[config.mk]
export PLATFORM = sky130hd
export DESIGN_NAME = cic_decim_m5
export DESIGN_NICKNAME = d
export VERILOG_FILES = /design/src/rtl/cic_decim_m5.sv
export SDC_FILE = /design/constraint.sdc
export NUM_CORES = 2
export LEC_CHECK = 0
export BUFFER_PORTS_ARGS = -buffer_cell sky130_fd_sc_hd__buf_2
export CORE_AREA = 3 3 291 508
export CTS_CLUSTER_SIZE = 25
export DETAILED_ROUTE_END_ITERATION = 10
export DIE_AREA = 0 0 294 511
export PLACE_DENSITY = 0.75
export SYNTH_ARGS = -nofsm -noshare
export SYNTH_HDL_FRONTEND = slang
export SYNTH_SLANG_ARGS = --single-unit
[constraint.sdc]
create_clock -name clock -period 3.85 [get_ports clock]
set_input_delay 0.1925 -clock clock [delete_from_list [all_inputs] [get_ports clock]]
set_output_delay 0.1925 -clock clock [all_outputs]
set_load 0.02 [all_outputs]
[src/rtl/cic_decim_m5.sv]
// Order-5 complex (I/Q) CIC decimator: five integrators per rail at the input
// strobe rate, then a pipelined 5-stage comb chain at clock rate.
// Ports: clock, reset_n (async, active-low); in_strobe, x_real, x_imag in;
//        out_strobe (1-cycle pulse), y_real, y_imag out (held between pulses).
// Option: define CIC_DECIM_ROUND_EN for round-half-up instead of truncation.
module cic_decim_m5 #(
    parameter int RATE  = 32,
    parameter int IBITS = 18,
    parameter int OBITS = 24,
    parameter int GBITS = 25
) (
    input  logic                    clock,
    input  logic                    reset_n,
    input  logic                    in_strobe,
    input  logic signed [IBITS-1:0] x_real,
    input  logic signed [IBITS-1:0] x_imag,
    output logic                    out_strobe,
    output logic signed [OBITS-1:0] y_real,
    output logic signed [OBITS-1:0] y_imag
);

    localparam int CBITS = IBITS + GBITS;
    localparam logic [15:0] LAST = 16'(RATE - 1);

`ifdef CIC_DECIM_ROUND_EN
    localparam logic signed [CBITS-1:0] HALF =
        {{(CBITS-1){1'b0}}, 1'b1} << (CBITS - OBITS - 1);
`endif

    logic signed [CBITS-1:0] ir_q [5];
    logic signed [CBITS-1:0] ir_d [5];
    logic signed [CBITS-1:0] ii_q [5];
    logic signed [CBITS-1:0] ii_d [5];
    logic signed [CBITS-1:0] cr_q [5];
    logic signed [CBITS-1:0] cr_d [5];
    logic signed [CBITS-1:0] ci_q [5];
    logic signed [CBITS-1:0] ci_d [5];
    logic signed [CBITS-1:0] dr_q [5];
    logic signed [CBITS-1:0] dr_d [5];
    logic signed [CBITS-1:0] di_q [5];
    logic signed [CBITS-1:0] di_d [5];

    logic [15:0]             cnt_q, cnt_d;
    logic [5:0]              v_q, v_d;
    logic                    out_strobe_q, out_strobe_d;
    logic signed [OBITS-1:0] y_real_q, y_real_d;
    logic signed [OBITS-1:0] y_imag_q, y_imag_d;

    logic signed [CBITS-1:0] xr_ext, xi_ext;
    logic                    evt;

    always_comb begin
        xr_ext = {{GBITS{x_real[IBITS-1]}}, x_real};
        xi_ext = {{GBITS{x_imag[IBITS-1]}}, x_imag};
        evt    = in_strobe && (cnt_q == LAST);

        ir_d = ir_q;
        ii_d = ii_q;
        cnt_d = cnt_q;
        if (in_strobe) begin
            // Each integrator adds the previous stage's registered value.
            ir_d[0] = ir_q[0] + xr_ext;
            ii_d[0] = ii_q[0] + xi_ext;
            for (int k = 1; k < 5; k++) begin
                ir_d[k] = ir_q[k] + ir_q[k-1];
                ii_d[k] = ii_q[k] + ii_q[k-1];
            end
            cnt_d = (cnt_q == LAST) ? 16'd0 : cnt_q + 16'd1;
        end

        cr_d = cr_q;
        ci_d = ci_q;
        dr_d = dr_q;
        di_d = di_q;
        if (v_q[0]) begin
            cr_d[0] = ir_q[4] - dr_q[0];
            ci_d[0] = ii_q[4] - di_q[0];
            dr_d[0] = ir_q[4];
            di_d[0] = ii_q[4];
        end
        for (int k = 1; k < 5; k++) begin
            if (v_q[k]) begin
                cr_d[k] = cr_q[k-1] - dr_q[k];
                ci_d[k] = ci_q[k-1] - di_q[k];
                dr_d[k] = cr_q[k-1];
                di_d[k] = ci_q[k-1];
            end
        end

        v_d          = {v_q[4:0], evt};
        out_strobe_d = v_q[5];
        y_real_d     = y_real_q;
        y_imag_d     = y_imag_q;
        if (v_q[5]) begin
`ifdef CIC_DECIM_ROUND_EN
            y_real_d = OBITS'((cr_q[4] + HALF) >>> (CBITS - OBITS));
            y_imag_d = OBITS'((ci_q[4] + HALF) >>> (CBITS - OBITS));
`else
            y_real_d = OBITS'(cr_q[4] >>> (CBITS - OBITS));
            y_imag_d = OBITS'(ci_q[4] >>> (CBITS - OBITS));
`endif
        end
    end

    always_ff @(posedge clock or negedge reset_n) begin
        if (!reset_n) begin
            for (int k = 0; k < 5; k++) begin
                ir_q[k] <= '0;
                ii_q[k] <= '0;
                cr_q[k] <= '0;
                ci_q[k] <= '0;
                dr_q[k] <= '0;
                di_q[k] <= '0;
            end
            cnt_q        <= '0;
            v_q          <= '0;
            out_strobe_q <= 1'b0;
            y_real_q     <= '0;
            y_imag_q     <= '0;
        end else begin
            ir_q         <= ir_d;
            ii_q         <= ii_d;
            cr_q         <= cr_d;
            ci_q         <= ci_d;
            dr_q         <= dr_d;
            di_q         <= di_d;
            cnt_q        <= cnt_d;
            v_q          <= v_d;
            out_strobe_q <= out_strobe_d;
            y_real_q     <= y_real_d;
            y_imag_q     <= y_imag_d;
        end
    end

    assign out_strobe = out_strobe_q;
    assign y_real     = y_real_q;
    assign y_imag     = y_imag_q;

endmodule

After elaboration in Yosys (flattened, before gate mapping)
Cells that the tools add are included.
{"block": "totals", "word_cells": 59, "in_bits": 39, "romBits": 0, "mem_count": 0, "register_bits": 1361, "mem_bits_rw": 0, "out_inout_bits": 49, "latch_bits": 0}
{"block": "op_classes", "div": 0, "addsub": 21, "shift": 0, "eq_ne": 1, "n_bitwise": 0, "mul": 0, "reduce_logical": 1, "n_mux": 1, "order_cmp": 0}
{"cell": "subtractor 43 bit", "n": 10}
{"cell": "adder 43 bit", "n": 8}
{"cell": "adder 43 x 18 -> 43 bit", "n": 2}
{"cell": "adder 16 x 1 -> 16 bit, second input constant", "n": 1}
{"cell": "== test 16 x 5 -> 1 bit, second input constant", "n": 1}
{"cell": "2-to-1 mux 16 bit", "n": 1}
{"cell": "logical AND 1 bit", "n": 1}

Depth between registers and ports, before layout
{"block": "logic_depth", "depth_word": 2, "mapped_depth": 15, "ltp_nobuf": 15}

Least setup slack after synthesis
Ideal clock, no wire load.
{"block": "synth_path", "kind": "flip-flop to flip-flop", "startpoint": "reg ii_q[0] (netlist name)", "endpoint": "reg ci_q[212] (netlist name)", "setup_time_ns": 0.125, "synth_period_minus_slack_ns": 3.466, "n_path_buf": 0, "arrival_time_ns": 3.341, "t_required_ns": 3.725, "path_stages_with_launch": 16, "slack_ns": 0.384, "path_cell_list": "dfrtp_1 > inv_1 > ha_1 > inv_1 > fa_1 > a21o_1 > a21oi_1 > o22ai_1 > a2111oi_0 > nand4_1 > nand3_1 > a31oi_1 > a311o_1 > a21oi_1 > xnor2_1 > mux2_2"}
{"block": "synth_via", "elab_chain_cells": 1}
{"element": "from (decl)", "line_no": "32", "source": "logic signed [CBITS-1:0] ii_q [5];"}
{"element": "from (signal assigned)", "line_no": "122", "source": "ii_q <= ii_d;"}
{"element": "subtractor 43 bit", "line_no": "77", "source": "ci_d[0] = ii_q[4] - di_q[0];"}
{"element": "to (signal assigned)", "line_no": "124", "source": "ci_q <= ci_d;"}
{"element": "to (decl)", "line_no": "36", "source": "logic signed [CBITS-1:0] ci_q [5];"}
Every way passes these cells.
A chain may end at the register's enable or synchronous reset.

Final worst setup path
{"block": "layout_path", "startpoint": "reg ir_q[14] (netlist name)", "endpoint": "reg cr_q[213] (netlist name)"}
{"block": "layout_via", "elab_chain_cells": 1}
{"element": "from (decl)", "line_no": "30", "source": "logic signed [CBITS-1:0] ir_q [5];"}
{"element": "from (signal assigned)", "line_no": "121", "source": "ir_q <= ir_d;"}
{"element": "subtractor 43 bit", "line_no": "76", "source": "cr_d[0] = ir_q[4] - dr_q[0];"}
{"element": "to (signal assigned)", "line_no": "123", "source": "cr_q <= cr_d;"}
{"element": "to (decl)", "line_no": "34", "source": "logic signed [CBITS-1:0] cr_q [5];"}
Every way passes these cells.

==> reports/qor.yml <==
path_max_fanout: 5
ios: 88
slew_violations: 0
fp.dieArea_mm2: 0.1502
synth_area_leaders: "dfrtp_1 37%, ha_1 12%, mux2_2 8.4%"
worst_slew_pin_slew_ns: 1.353
first_global_vias: 69350
crit_path_start_kind: "flop"
cts_buffers: 120
hold_class: "in2reg"
hold_slack_ns: 0.06668
setup_violations: 0
core_mm2: 0.1439
synth_async_sr_flop_share: 1.000
syn-cell-area_mm2: 0.09038
via_per_inst: 5.901
yosys_warnings: 0
slew_headroom: 0.09805
clockBufferDepth: 3
cts_tree: "yes"
crit_arrival_ns: 4.34
die_h_um: 511
syn_inst: 9695
grt_max_degree: 223
rsz0062_at_grt: "yes"
place_congestion: 0.9156
period_share: 0.9708
drt_iter0_markers: 3262
synth-edff-count: 0
synth_top_area_cell: "dfrtp_1"
max_freq_ghz: 0.2675
synth_cell_types: 91
ys_seq_elements: 1323
area_delta_synth_final_pct: 8.501
initial_utilization: 0.6281
drive_above_1_share: 0.1240
fin_util: 0.6815
clk_latency_ns: 0.74
crit_path_end_kind: "flop"
track_usage: 0.2383
critPathRequiredTime_ns: 4.46
synthFlopType: "dfrtp_1"
antenna_found_initial: 1
worst-setup-path-type: "reg2reg"
portBuffers: 87
die_w_um: 294
avgRoutedWirePerCell_um: 15.44
synth-seq-area-share: 0.3663
drt.antenna.violating_nets: 0
drcViolationCount: 0
fin_crit_ns: 3.738
skew_ns: 0.02106
status: "complete, no violations"
synth_fp_nets: 10590
hold_viol_final: 0
grt-ovfl-total: 0
dp_slack_ns: -0.02909
wl_um: 181000
cap_violations: 0
synth.top_cell.area_share: 0.3663
path_clk_slew_ns: 0.07
whs_path_depth: 4
grt_pass1_wl_um: 313700
fin_ws_ns: 0.1123
htreeDepth: 3
num_rows: 184
synth_area_per_cell_um2: 9.323
nNetsFinal: 10650
drt_pass1_iterations: 6
dp_hpwl_um: 134300
clock_sinks: 1323
num_vias: 69150
root_buffer: "clkbuf_16"
r2r_cells: 13
flip-flops by register name, summed over array words and instances, names as in the netlist:
register	cells
di_q	215
dr_q	215
ii_q	215
ir_q	215
ci_q	196
cr_q	196
y_imag	24
y_real	24
cnt_q	16
v_q	6
out_strobe	1
timing repair:
| item | CTS | global route |
|---|---|---|
| setup buffers | 0 | 2 |
| gates resized for setup | 2 | 54 |
| endpoints found under the hold margin | 148 | 0 |
| hold buffers | 22 | 0 |
| pin swaps | 0 | 13 |
| endpoints found under the setup margin | 2 | 77 |
worst paths after layout:
kind / startpoint / slack [ns] / end
setup / recovery: ir_q[14] / 0.11 / cr_q[213]
hold / removal: x_imag[9] / 0.07 / ii_q[181]
setup reg to reg: ir_q[14] / 0.11 / cr_q[213]
hold reg to reg: cnt_q[4] / 0.47 / cnt_q[4]
max in group asynchronous: reset_n / 2.57 / di_q[43]
min in group asynchronous: reset_n / 0.12 / dr_q[12]
area by class of cell:
cell class | instances | area [um2]
Multi-Input combinational cell | 7407 | 53860
Fill cell | 11310 | 45820
Sequential cell | 1323 | 33130
Clock buffer | 162 | 3332
Inverter | 652 | 2452
Tap cell | 1860 | 2327
Timing Repair Buffer | 248 | 2062
Clock inverter | 66 | 900.9
Antenna cell | 1 | 2.502
through the flow:
stage | TNS [ns] | cell area (um2) | std cells
after global routing | -0.2107 | 98070 | 11720
after floorplan | 0 | 90380 | 9695
after CTS | 0 | 97830 | 11720
after detailed placement | -0.03156 | 93370 | 11470
final | 0 | 98070 | 11720
after global placement | 0 | 93370 | 11470
kinds of logic after synthesis:
group | Yosys count | share of synthesized area
AO/OA/AOI/OAI | 2965 | 0.2050
multiplexers | 700 | 0.08694
AND/OR/NAND/NOR | 2164 | 0.1116
adder cells (fa/ha/maj) | 857 | 0.1201
XOR/XNOR | 721 | 0.06987
buffers and inverters | 965 | 0.04021
flip-flops | 1323 | 0.3663
cells in the mapped netlist, types with 13 or more instances:
cell type	instances
a2111oi_0	17
a211o_1	27
a211oi_1	83
a21boi_0	20
a21o_1	469
a21oi_1	778
a221oi_1	23
a311oi_1	15
a31o_2	21
a31oi_1	89
a41oi_1	14
and2_1	47
and3_1	88
and4_1	14
buf_1	27
clkbuf_1	281
dfrtp_1	1323
fa_1	18
ha_1	839
inv_1	652
mux2_2	676
mux2i_1	23
nand2_1	881
nand2b_1	91
nand3_1	146
nand3b_1	16
nand4_1	110
nor2_1	441
nor2b_1	126
nor3_1	90
o2111ai_1	13
o211ai_1	52
o21a_1	104
o21ai_0	865
o21bai_1	142
o22ai_1	13
o311ai_0	14
o31a_1	20
o31ai_1	71
or2_2	24
or3_1	36
xnor2_1	487
xor2_1	234
routing by layer:
metal,global-route usage,share of wire,vias up
li1,-,-,34850
met1,0.2834,0.43,32930
met2,0.4452,0.52,987
met3,0.02093,0.023,389
met4,0.08402,0.032,0
met5,0,0,-
placed cells by master, fill, tap and decap left out, types with 126 or more instances in the layout:
cell type  synthesis  layout
a21oi_1          778     773
inv_1            652     651
xor2_1           234     234
a21o_1           469     469
ha_1             839     838
nand2_1          881     881
o21ai_0          865     857
dfrtp_1         1323    1317
nor2_1           441     441
nand3_1          146     144
nor2b_1          126     126
xnor2_1          487     487
mux2_2           676     676
o21bai_1         142     142
critical path, stage by stage, from the launching register on:
cell       delay (ns)
dfrtp_1          0.42
ha_1             0.39
a21o_1           0.20
a211oi_1         0.27
buf_4            0.17
nand4bb_1        0.12
o31ai_2          0.36
nor3_1           0.16
o211ai_1         0.35
nand2_1          0.12
or2_2            0.32
a221oi_1         0.33
xnor2_1          0.12
mux2_2           0.27
Power is not shown: default switching activity piles up to over one toggle a cycle in this logic, so the estimate is an artifact.
